**config.mk**
```make
export PLATFORM = sky130hd
export DESIGN_NAME = serial_logic_unit
export DESIGN_NICKNAME = d
export VERILOG_FILES = /design/src/rtl/serial_logic_unit.sv
export SDC_FILE = /design/constraint.sdc
export NUM_CORES = 1
export LEC_CHECK = 0
export CORE_ASPECT_RATIO = 0.75
export CORE_MARGIN = 5
export CORE_UTILIZATION = 54
export DETAILED_ROUTE_END_ITERATION = 8
export PLACE_DENSITY = 0.77
export RECOVER_POWER = 100
export SLEW_MARGIN = 20
export SYNTH_ARGS = -nofsm -noshare
export SYNTH_HDL_FRONTEND = slang
export SYNTH_SLANG_ARGS = --single-unit
```
**constraint.sdc**
```tcl
create_clock -name clk -period 3.4 [get_ports clk]
set_input_delay 0.85 -clock clk [delete_from_list [all_inputs] [get_ports clk]]
set_output_delay 0.85 -clock clk [all_outputs]
set_load 0.1 [all_outputs]
```
**src/rtl/serial_logic_unit.sv**
```systemverilog
// Bit-serial logic unit: applies AND/OR/XOR/NAND to two operands one bit per
// cycle (LSB first), streams each result bit and reports the parallel result.
module serial_logic_unit #(
    parameter int unsigned WIDTH = 16
) (
    input  logic             clk,
    input  logic             rst,
    input  logic             start,
    input  logic [1:0]       op,
    input  logic [WIDTH-1:0] A,
    input  logic [WIDTH-1:0] B,
    output logic             busy,
    output logic             ser_out,
    output logic             ser_valid,
    output logic             done,
    output logic [WIDTH-1:0] out
);

    localparam int unsigned CW = $clog2(WIDTH) + 1;
    localparam int unsigned IW = (WIDTH > 1) ? $clog2(WIDTH) : 1;

    typedef enum logic [1:0] {
        S_IDLE = 2'd0,
        S_RUN  = 2'd1,
        S_DONE = 2'd2
    } state_t;

    state_t           state_q, state_d;
    logic [WIDTH-1:0] a_q, a_d;
    logic [WIDTH-1:0] b_q, b_d;
    logic [1:0]       op_q, op_d;
    logic [CW-1:0]    cnt_q, cnt_d;
    logic [WIDTH-1:0] res_q, res_d;
    logic [WIDTH-1:0] out_q, out_d;
    logic             busy_q, busy_d;
    logic             ser_out_q, ser_out_d;
    logic             ser_valid_q, ser_valid_d;
    logic             done_q, done_d;

    // One result bit for the selected operation.
    function automatic logic op_bit(input logic [1:0] sel, input logic a, input logic b);
        logic r;
        case (sel)
            2'b00:   r = a & b;
            2'b01:   r = a | b;
            2'b10:   r = a ^ b;
            default: r = ~(a & b);
        endcase
        return r;
    endfunction

    // Next-state and registered-output logic; ser_out_q always holds bit cnt_q while in RUN.
    always_comb begin
        state_d     = state_q;
        a_d         = a_q;
        b_d         = b_q;
        op_d        = op_q;
        cnt_d       = cnt_q;
        res_d       = res_q;
        out_d       = out_q;
        busy_d      = busy_q;
        ser_out_d   = 1'b0;
        ser_valid_d = 1'b0;
        done_d      = 1'b0;

        case (state_q)
            S_IDLE: begin
                if (start) begin
                    a_d         = A;
                    b_d         = B;
                    op_d        = op;
                    cnt_d       = '0;
                    res_d       = '0;
                    ser_out_d   = op_bit(op, A[0], B[0]);
                    ser_valid_d = 1'b1;
                    busy_d      = 1'b1;
                    state_d     = S_RUN;
                end
            end
            S_RUN: begin
                res_d[IW'(cnt_q)] = ser_out_q;
                if (cnt_q == CW'(WIDTH - 1)) begin
                    out_d   = res_d;
                    done_d  = 1'b1;
                    state_d = S_DONE;
                end else begin
                    cnt_d       = cnt_q + CW'(1);
                    a_d         = a_q >> 1;
                    b_d         = b_q >> 1;
                    ser_out_d   = op_bit(op_q, a_d[0], b_d[0]);
                    ser_valid_d = 1'b1;
                end
            end
            S_DONE: begin
                busy_d  = 1'b0;
                state_d = S_IDLE;
            end
            default: begin
                busy_d  = 1'b0;
                state_d = S_IDLE;
            end
        endcase
    end

    // State and datapath registers with asynchronous reset.
    always_ff @(posedge clk or posedge rst) begin
        if (rst) begin
            state_q     <= S_IDLE;
            a_q         <= '0;
            b_q         <= '0;
            op_q        <= '0;
            cnt_q       <= '0;
            res_q       <= '0;
            out_q       <= '0;
            busy_q      <= 1'b0;
            ser_out_q   <= 1'b0;
            ser_valid_q <= 1'b0;
            done_q      <= 1'b0;
        end else begin
            state_q     <= state_d;
            a_q         <= a_d;
            b_q         <= b_d;
            op_q        <= op_d;
            cnt_q       <= cnt_d;
            res_q       <= res_d;
            out_q       <= out_d;
            busy_q      <= busy_d;
            ser_out_q   <= ser_out_d;
            ser_valid_q <= ser_valid_d;
            done_q      <= done_d;
        end
    end

    assign busy      = busy_q;
    assign ser_out   = ser_out_q;
    assign ser_valid = ser_valid_q;
    assign done      = done_q;
    assign out       = out_q;

endmodule

```
# Yosys cells after proc, flatten, opt, wreduce, memory -nomap -nowiden
# Cells that the tools add are included.
[totals]
regBits = 77
output_inout_bits = 20
elab_cells = 72
[op_classes]
add_sub_neg = 1
n_lt_le_gt_ge = 2
n_eq_ne = 9
n_mux = 29
bitwise_logic = 9
reduce_logical = 11
[op_table]
columns = ["cell", "count"]
rows = [
  ["$pmux 16 s2", 3],
  ["$mux 16", 5],
  ["$bwmux 16", 1],
  ["$mux 5", 2],
  ["$pmux 5 s2", 1],
  ["$reduce_and 2->1", 5],
  ["$mux 1", 8],
  ["$eq 2x1->1 const B", 3],
  ["$logic_not 2->1", 3],
  ["$ne 2x2->1 const B", 3],
  ["$pmux 1 s2", 3],
  ["$pmux 1 s3", 2],
  ["$add 5x1->5 const B", 1],
  ["$eq 5x4->1 const B", 1],
  ["$lt 4x5->1 const B", 1],
  ["$demux 1 s4", 1],
  ["$eq 2x2->1 const B", 2],
  ["$ge 4x1->1 const B", 1],
  ["$mux 2", 2],
  ["$pmux 2 s2", 1],
  ["$not 1->1", 3],
  ["$reduce_and 3->1", 1],
  ["$and 1x1->1", 2],
  ["$or 1x1->1", 2],
  ["3 further kinds", 4],
]

# Depth between registers and ports, before layout
# Gate-level depths: netlist (run 1).
[depth]
ltp_word = 6
ltp_mapped = 11

# Worst setup path after synthesis (run 1)
# Ideal clock, no wire load.
[synth_timing]
path_kind = "register -> register"
startpoint = "register cnt_q[0]"
endpoint = "register cnt_q[0]"
setup_time_ps = 125
arrival_ps = 1823
required_ps = 3275
slack_ps = 1452
stages_incl_launch_ff = 10
path_buffers = 2
cell_sequence = "dfrtp_1 ha_1 buf_2 nand2_1 inv_1 ha_1 nor3b_4 nor2_2 buf_6 mux2_2"
[synth_via]
elab_chain_cells = 3
[synth_rtl]
columns = ["item", "line", "source"]
rows = [
  ["start, declared", "32", "logic [CW-1:0] cnt_q, cnt_d;"],
  ["start signal, assigned", "124", "cnt_q <= cnt_d;"],
  ["$add 5x1->5 / $eq 5x4->1 (equally long branches)", "87, 82", ""],
  ["$mux 5 / $ne 2x2->1 (equally long branches)", "-", ""],
  ["$pmux 5 s2 / $reduce_and 3->1 (equally long branches)", "-", ""],
]
# Parallel ways exist; a longest one is shown, timed or not. The select of a mux whose other input is x is not followed.
# A chain may end at the register's enable or synchronous reset.

# Worst setup path after layout (run 1)
[layout_timing]
startpoint = "register cnt_q[1]"
endpoint = "register b_q[1]"
[layout_via]
elab_chain_cells = 3
[layout_rtl]
columns = ["item", "line", "source"]
rows = [
  ["$eq 5x4->1", "82", "if (cnt_q == CW'(WIDTH - 1)) begin"],
  ["$ne 2x2->1 (no source line)", "-", ""],
  ["$reduce_and 3->1 (no source line)", "-", ""],
  ["end signal, assigned", "110", "b_q <= '0;"],
  ["end signal, assigned", "122", "b_q <= b_d;"],
  ["end, declared", "30", "logic [WIDTH-1:0] b_q, b_d;"],
]
# Every way passes these cells.

==> flow_summary_export.csv, run 1 <==
group,metric,value,unit
status,status,"finished with violations",
status,violations,"capacitance limit, slew limit",
detailed_routing,totalWireLength,7.46,mm
synth,ys_top_cells_by_count,"75 x dfrtp_1, 67 x nand2_1, 61 x o21ai_0, 44 x mux2i_1, 17 x o21ai_1",
finish,fin_nets,454,
setup_path,cp.arrival,2970,ps
setup_path,reg2reg_from,"cnt_q[1]",
placement,dp_hpwl,4.90,mm
finish,syn_to_final_growth,17.1,%
clocking,cts_buffers,9,
finish,antenna_cells,0,
sta,finalCritPeriodShare,79.6,%
synth,yosys_warnings,0,
detailed_routing,drt_iter0_drc,173,
floorplanning,pin_count,57,
synth,synth_edf_count,0,
sta,fin_worst_skew,7.22,ps
setup_path,crit_top_cell,"ha_1",
clocking,cts_root_buf,"clkbuf_8",
placement,io_buffers,56,
synth,avgSynthCellArea,10.0,um^2
setup_path,path_depth,9,
synth,async_flop_share,100,%
power,power.total,4.32,mW
synth,yosysMostFrequentCell,"dfrtp_1",
setup_path,path_buf_inv,2,
synth,yosysTopAreaCellShare,51.7,%
global_routing,grt_pass1_vias,2759,
clocking,cts_setup_buffers,0,
setup_path,startpoint,"cnt_q[1]",
setup_path,rrSetupSlack,690,ps
setup_path,reg2reg_depth,9,
floorplanning,die_h,81,um
setup_path,cp_max_fo,26,
setup_path,worstSetupPathType,"flop to flop",
synth,yosysTopAreaCell,"dfrtp_1",
power,leakagePower,1.93,nW
detailed_routing,drc_errors,0,
synth,syn-instance-count,363,
placement,gp_congestion,0.796,
synth,synth_nets,409,
sta,slew_headroom,-28.9,%
setup_path,cp_slowest_cell,"nor3b_1",
floorplanning,core,0.00641,mm^2
finish,nFillCells,533,
floorplanning,die_area,0.00848,mm^2
synth,ys_types,32,
synth,ys_seq_area_share,51.7,%
global_routing,antenna_found_initial,0,
floorplanning,die_x,105,um
sta,fin_crit,2710,ps
floorplanning,start_util,56.6,%
detailed_routing,post_drt_wl_per_cell,15.1,um
power,power_density,1020,mW/mm^2
floorplanning,core.rowCount,25,
clocking,cts_max_path_buffers,2,
sta,tightestPinTransition,1930,ps
setup_path,cp_cell_sequence,"ha_1 > nand2_1 > inv_1 > ha_1 > nor3b_1 > nor2_4 > clkinvlp_2 > nor2_1 > a31oi_1",
synth,synthFlopType,"dfrtp_1",
placement,dpl-instance-area,0.00411,mm^2
clocking,path_clk_slew,80,ps
global_routing,grt_pass1_wl,12.8,mm
setup_path,end_kind,"flop",
detailed_routing,dr.pass1.iters,4,
sta,drv_slew,116,
sta,rsz0062_at_grt,"no",
sta,setup_viol,0,
synth,synth_area_leaders,"dfrtp_1 52%, mux2i_1 12%, o21ai_0 8.4%, nand2_1 6.9%, ha_1 3.1%",
clocking,ctsHoldBuffers,0,
hold_path,hp-class,"flop to flop",
setup_path,crit_family,"simple AND/OR/NAND/NOR gates",
finish,fin_area,0.00425,mm^2
setup_path,startpoint_type,"flop",
clocking,cts.htree.levels,3,
global_routing,overflow,0,
sta,setup_tns,0,ps
clocking,cts_tree,"built",
detailed_routing,via_per_inst,5.44,
global_routing,grt_max_degree,76,
setup_path,endpoint,"b_q[1]",
clocking,clock_latency,350,ps
finish,drive_above_1_share,6.54,%
detailed_routing,drtAntennaViolNets,0,
sta,fmax,369,MHz
setup_path,critPathMaxStageDelay,690,ps
sta,hold_viol_final,0,
synth,syn_area,0.00363,mm^2
finish,fin_util,66.3,%
power,ir_worst_vdd,0.000502,V
setup_path,rr_endpoint,"b_q[1]",
sta,hold_ws,477,ps
setup_path,required,3660,ps
clocking,cts_resized,0,
clocking,cts_sinks,75,
flow_run,maxCapViolations,2,
global_routing,grtUsageTotal,18.9,%
detailed_routing,vias,2685,
synth,synth-seq-cells,75,
==> cell families (layout without fill, tap and decap cells) <==
group	Yosys count	in the layout	share of synthesized area, %
compound gates	102	102	14.7
simple gates	86	86	10.4
flops	75	75	51.7
mux	47	47	13.1
buf+inv	42	92	6.51
fa+ha+maj	9	9	3.10
xor+xnor	2	2	0.483
==> worst reg2reg max path: stages, from the launching register on <==
cell	delay (ps)
dfrtp_1	440
ha_1	320
nand2_1	110
inv_1	80
ha_1	220
nor3b_1	690
nor2_4	280
clkinvlp_2	260
nor2_1	70
a31oi_1	160
==> final cells by class <==
class                      count  area (um^2)  area share [%]
timing repair buffer          60          483            11.4
clock inverter                 7         92.6            2.18
inverter                      16         61.3            1.44
sequential                    75         1880            44.2
clock buffer                   9          124            2.92
tap                           81          101            2.39
multi-input combinational    246         1510            35.5
==> report_power, final <==
group / total, mW / internal, mW / leakage (nW) / switching [mW]
registers: 1.47 / 1.25 / 0.975 / 0.218
clock network: 0.747 / 0.410 / 0.101 / 0.337
logic: 2.10 / 0.640 / 0.859 / 1.46
==> sequential cells by signal, summed over array words and instances (netlist names) <==
register	flops
a_q	15
b_q	15
op_q	2
out	16
state_q	2
busy	1
res_q	16
ser_out	1
cnt_q	5
done	1
ser_valid	1
==> placed cells by master (no fill, tap or decap), types with 2 or more instances in the layout <==
cell / Yosys / final
dfrtp_1: 75 / 75
mux2i_1: 44 / 44
clkinv_2: 1 / 2
inv_1: 15 / 14
clkbuf_8: 0 / 9
clkinvlp_4: 0 / 3
a21oi_1: 16 / 16
xor2_1: 2 / 2
clkbuf_1: 6 / 20
mux2_2: 3 / 3
buf_4: 1 / 2
a22o_1: 3 / 3
a31oi_1: 2 / 2
nor2_1: 7 / 7
bufinv_16: 0 / 2
nand2_1: 67 / 67
ha_1: 9 / 9
nor2b_1: 4 / 4
o21ai_0: 61 / 78
clkdlybuf4s50_1: 0 / 34
dlygate4sd3_1: 0 / 2
==> layer usage <==
metal | vias to the layer above | track usage (%) | wire length, um
li1 | 1319 | - | -
met1 | 1288 | 25.3 | 3450
met2 | 68 | 29.4 | 3480
met3 | 10 | 6.43 | 426
met4 | 0 | 6.13 | 107
met5 | - | 0 | 0
==> metrics by stage <==
| step | setup WS [ps] | cells |
|---|---|---|
| after floorplan | 640 | 363 |
| after global placement | 499 | 477 |
| after detailed placement | 420 | 477 |
| after CTS | 547 | 493 |
| after global routing | 403 | 494 |
| final | 693 | 494 |
==> how the worst min path moves through the flow <==
stage | start | end | slack [ps] | cells after the start
after global placement | a_q[5] | a_q[5] | 460 | 2
after floorplan | a_q[3] | a_q[3] | 450 | 2
after detailed placement | a_q[4] | a_q[4] | 470 | 2
after CTS | a_q[4] | a_q[4] | 490 | 2
final | out[15] | out[15] | 480 | 2
after global routing | a_q[13] | a_q[13] | 510 | 2
Note: power is estimated with default switching activity, not from simulation.
==> run 2: changes to the inputs <==
==> constraint.sdc (replaced) <==
create_clock -name clk -period 2.6 [get_ports clk]
set_input_delay 0.65 -clock clk [delete_from_list [all_inputs] [get_ports clk]]
set_output_delay 0.65 -clock clk [all_outputs]
set_load 0.1 [all_outputs]
==> run 2 against run 1 <==
Effect of this change:
- the run now ends clean
- global-route usage is 0.50 points lower
- sequential power is 31% higher
- largest cell class unchanged
- highest routed layer unchanged
- register-to-register slack worse by 320 ps
- clock power is 30% higher
- count of clock-buffer cells in the layout stayed put
- clock skew is 3.0 ps higher
- wire length is 1.9% lower
- cell count is 1.0% higher
- combinational power is 29% higher
- first-iteration DRC count is 18% lower
- sequential cell count stayed put
==> flow_summary_export.csv, run 2 (same netlist as run 1, synthesis figures left out) <==
group,metric,value,unit
sta,fin_crit,2230,ps
clocking,cts_resized,0,
floorplanning,die_area,0.00848,mm^2
flow_run,maxCapViolations,0,
detailed_routing,dr_wl_met3,441,um
floorplanning,die_h,81,um
setup_path,worstSetupPathType,"flop to output port",
finish,fin_area,0.00426,mm^2
global_routing,antenna_found_initial,0,
power,power.switching,2.61,mW
sta,rsz0062_at_grt,"no",
clocking,ctsHoldBuffers,0,
sta,finalCritPeriodShare,85.7,%
global_routing,grt_pass1_wl,12.6,mm
power,ir_worst_vdd,0.000830,V
floorplanning,core.rowCount,25,
detailed_routing,post_drt_wl_per_cell,14.7,um
power,leakagePower,1.97,nW
detailed_routing,met1_length,3.42,mm
placement,gp_congestion,0.791,
finish,fin_nets,459,
setup_path,critPathMaxStageDelay,870,ps
setup_path,startpoint_type,"flop",
setup_path,cp_slowest_cell,"clkbuf_1",
clocking,path_clk_slew,80,ps
finish,syn_to_final_growth,17.4,%
sta,tightestPinTransition,1180,ps
detailed_routing,via_per_inst,5.39,
power,seqPwrFrac,34.3,%
clocking,cts_max_path_buffers,2,
clocking,cts_root_buf,"clkbuf_8",
finish,mostFrequentLayoutCell,"o21ai_0",
setup_path,cp_max_fo,2,
setup_path,cp_cell_sequence,"clkbuf_1",
placement,dpl-instance-area,0.00417,mm^2
clocking,cts_setup_buffers,0,
finish,fin_util,66.5,%
global_routing,grt_max_degree,35,
setup_path,end_kind,"output port",
detailed_routing,vias,2690,
clocking,cts.htree.levels,3,
finish,antenna_cells,0,
power,power_frac_comb,48.4,%
finish,layout_common_cells,"78 x o21ai_0, 75 x dfrtp_1, 67 x nand2_1, 44 x mux2i_1, 34 x clkdlybuf4s50_1",
hold_path,hp-class,"flop to flop",
sta,hold_viol_final,0,
sta,setup_tns,0,ps
floorplanning,pin_count,57,
sta,drv_slew,0,
detailed_routing,drt_iter0_drc,142,
setup_path,required,1950,ps
status,status,"finished, final reports clean",
power,p_int,2.97,mW
detailed_routing,top_layer_used,"met4",
power,power.total,5.59,mW
global_routing,grtUsageTotal,18.4,%
clocking,cts_buffers,9,
power,power_density,1310,mW/mm^2
sta,fmax,449,MHz
placement,io_buffers,56,
floorplanning,start_util,56.6,%
global_routing,grt_pass1_vias,2675,
clocking,cts_sinks,75,
sta,setup_viol,0,
power,pwr-share-clk,17.4,%
clocking,clock_latency,340,ps
floorplanning,die_x,105,um
sta,hold_ws,477,ps
floorplanning,core,0.00641,mm^2
global_routing,overflow,0,
clocking,cts_tree,"built",
detailed_routing,drtAntennaViolNets,0,
setup_path,cp.arrival,1580,ps
detailed_routing,drc_errors,0,
sta,fin_worst_skew,10.3,ps
power,swShare,46.8,%
detailed_routing,dr_wl_met2,3.37,mm
sta,slew_headroom,21.5,%
setup_path,crit_family,"buffers and inverters",
setup_path,path_buf_inv,1,
detailed_routing,totalWireLength,7.31,mm
finish,drive_above_1_share,7.89,%
detailed_routing,dr.pass1.iters,4,
placement,dp_hpwl,5.10,mm
-- run 2: cell types whose count changed in the layout (fill, tap and decap cells not counted), sizes merged --
cell,change
clkbuf,+3
clkinvlp,-3
buf,+2
clkinv,+2
inv,+1
-- run 2: worst paths after layout --
check,start,endpoint,slack (ps),cells past startpoint
setup / recovery,out[3],out[3],370,1
hold / removal,out[13],out[13],480,2
setup reg to reg,cnt_q[0],b_q[9],370,9
hold reg to reg,out[13],out[13],480,2
max in group asynchronous,rst,out[13],450,3
min in group asynchronous,rst,b_q[8],960,2
-- run 2: final cells by class --
cell class / count / area (um^2)
fillers: 526 / 2150
inverters: 16 / 61.3
well taps: 81 / 101
clock inverters: 7 / 92.6
flip-flops and latches: 75 / 1880
repair buffers: 65 / 493
clock buffers: 9 / 124
multi-input cells: 246 / 1510
-- run 2: stage by stage --
| step | cells | worst slack (ps) |
|---|---|---|
| 4_1_cts | 499 | 384 |
| 3_3_place_gp | 483 | 252 |
| 5_1_grt | 499 | 143 |
| 3_5_place_dp | 483 | 210 |
| 2_1_floorplan | 363 | 40.0 |
| 6_report | 499 | 371 |
-- run 2: layer usage --
layer | track usage [%] | vias up
met2 | 27.9 | 61
met5 | 0 | -
met1 | 25.5 | 1296
met3 | 5.88 | 7
met4 | 5.87 | 0
li1 | - | 1326
-- run 2: power groups by stage --
stage                     Sequential [mW]  Combinational, mW  Clock [mW]
after floorplan                      2.62               1.64           0
after global placement               1.92               2.77           0
after detailed placement             1.94               2.85           0
after CTS                            1.93               2.86       0.987
after global routing                 1.98               2.97        1.06
final                                1.92               2.70       0.970
==> run 3: changes to the inputs <==
--- a/config.mk
+++ b/config.mk
@@ -5,12 +5,14 @@
 export SDC_FILE = /design/constraint.sdc
 export NUM_CORES = 1
 export LEC_CHECK = 0
+export ABC_CLOCK_PERIOD_IN_PS = 2600
 export CORE_ASPECT_RATIO = 0.75
 export CORE_MARGIN = 5
 export CORE_UTILIZATION = 54
 export DETAILED_ROUTE_END_ITERATION = 8
 export PLACE_DENSITY = 0.77
 export RECOVER_POWER = 100
+export REMOVE_ABC_BUFFERS = 1
 export SLEW_MARGIN = 20
 export SYNTH_ARGS = -nofsm -noshare
 export SYNTH_HDL_FRONTEND = slang
==> run 3 against run 2 <==
Effect of this change:
- wire length down 4.5%
- sequential cell count unchanged
- clock power down 10%
- clock skew about the same
- die area unchanged
- critical endpoint is now out[11]
- highest routed layer unchanged
==> flow_summary_export.csv, run 3 (same netlist as run 1, synthesis figures left out) <==
group,metric,value,unit
status,status,"finished, final reports clean",
setup_path,reg2reg_from,"cnt_q[2]",
power,ir_worst_vdd,0.000707,V
finish,fin_area,0.00426,mm^2
global_routing,grt_max_degree,76,
setup_path,startpoint_type,"flop",
finish,layout_common_cells,"78 x o21ai_0, 75 x dfrtp_1, 67 x nand2_1, 44 x mux2i_1, 34 x clkdlybuf4s50_1",
setup_path,cp_cell_sequence,"clkbuf_1",
floorplanning,core,0.00641,mm^2
placement,dp_hpwl,4.62,mm
clocking,cts_buffers,9,
sta,slew_headroom,22.1,%
global_routing,grt_pass1_vias,2587,
finish,syn_to_final_growth,17.2,%
floorplanning,pin_count,57,
clocking,clock_latency,340,ps
sta,fin_crit,2220,ps
floorplanning,die_x,105,um
detailed_routing,via_per_inst,5.29,
detailed_routing,drt_iter0_drc,134,
finish,antenna_cells,0,
detailed_routing,post_drt_wl_per_cell,14.1,um
global_routing,use_met3,6.20,%
clocking,ctsHoldBuffers,0,
detailed_routing,dr.pass1.iters,4,
setup_path,path_depth,1,
setup_path,critPathMaxStageDelay,870,ps
clocking,cts_tree,"built",
sta,finalCritPeriodShare,85.6,%
clocking,cts_sinks,75,
global_routing,antenna_found_initial,0,
setup_path,required,1950,ps
setup_path,end_kind,"output port",
setup_path,endpoint,"out[11]",
hold_path,hp-class,"flop to flop",
setup_path,reg2reg_depth,8,
detailed_routing,drc_errors,0,
clocking,path_clk_slew,80,ps
clocking,cts_resized,0,
sta,tightestPinTransition,1170,ps
global_routing,overflow,0,
setup_path,worstSetupPathType,"flop to output port",
placement,io_buffers,56,
flow_run,maxCapViolations,0,
floorplanning,start_util,56.6,%
placement,dp.cells,481,
sta,rsz0062_at_grt,"no",
floorplanning,die_area,0.00848,mm^2
setup_path,startpoint,"out[11]",
sta,drv_slew,0,
hold_path,whs_path_depth,2,
global_routing,gr-usage-met2,27.4,%
placement,gp_congestion,0.774,
sta,hold_viol_final,0,
setup_path,cp_max_fo,2,
finish,drive_above_1_share,7.47,%
clocking,cts_max_path_buffers,2,
sta,setup_viol,0,
detailed_routing,vias,2623,
finish,fin_nets,457,
clocking,cts.htree.levels,3,
floorplanning,core.rowCount,25,
global_routing,globalRoute.busiestLayer,"met2",
floorplanning,die_h,81,um
sta,fmax,449,MHz
detailed_routing,totalWireLength,6.98,mm
setup_path,cp_slowest_cell,"clkbuf_1",
setup_path,crit_family,"buffers and inverters",
setup_path,rrSetupSlack,430,ps
setup_path,path_buf_inv,1,
power,power_density,1290,mW/mm^2
finish,finalNonFillerCells,496,
detailed_routing,drtAntennaViolNets,0,
setup_path,rr_endpoint,"cnt_q[0]",
global_routing,grtUsageTotal,17.9,%
power,leakagePower,1.94,nW
global_routing,grtUsageMet1,24.9,%
placement,dpl-instance-area,0.00416,mm^2
clocking,cts_root_buf,"clkbuf_8",
global_routing,grt_pass1_wl,12.3,mm
setup_path,cp.arrival,1570,ps
finish,mostFrequentLayoutCell,"o21ai_0",
clocking,cts_setup_buffers,0,
sta,fin_worst_skew,10.4,ps
## run 3: layout make-up
type | count | area [um^2]
clock inverter | 6 | 67.6
fill | 524 | 2160
clock buffer | 9 | 124
multi-input combinational | 246 | 1510
timing repair buffer | 63 | 512
sequential | 75 | 1880
inverter | 16 | 61.3
tap | 81 | 101
## run 3: power breakdown
group / switching (mW) / internal, mW
Clock: 0.431 / 0.439
Sequential: 0.270 / 1.64
Combinational: 1.90 / 0.828
Total: 2.60 / 2.90
## run 3: how the worst min path moves through the flow
stage               to     from  slack, ps
2_1_floorplan   a_q[3]   a_q[3]        450
3_3_place_gp    a_q[5]   a_q[5]        460
3_5_place_dp   out[13]  out[13]        470
4_1_cts        out[13]  out[13]        490
5_1_grt         a_q[4]   a_q[4]        510
6_report       out[13]  out[13]        480
## run 3: metrics by stage
stage          TNS (ps)  hold slack [ps]  total power [mW]  util [%]  setup slack (ps)
4_1_cts               0              491              5.68      67.9               488
2_1_floorplan      -640              449              4.05         -              -185
3_5_place_dp          0              471              4.80      64.9               111
5_1_grt               0              509              5.93      66.4               268
3_3_place_gp          0              460              4.71      64.9               201
6_report              0              478              5.50      66.4               375
## run 3: metal layers
metal	part of all wire, %	vias to the layer above
li1	-	1329
met3	7.1	4
met5	0	-
met4	0.64	0
met2	44	74
met1	48	1216
## run 3: worst min-delay path: stages, from the launching register on
cell and delay (ps):
dfrtp_1 350, nand2_1 40, o21ai_0 60
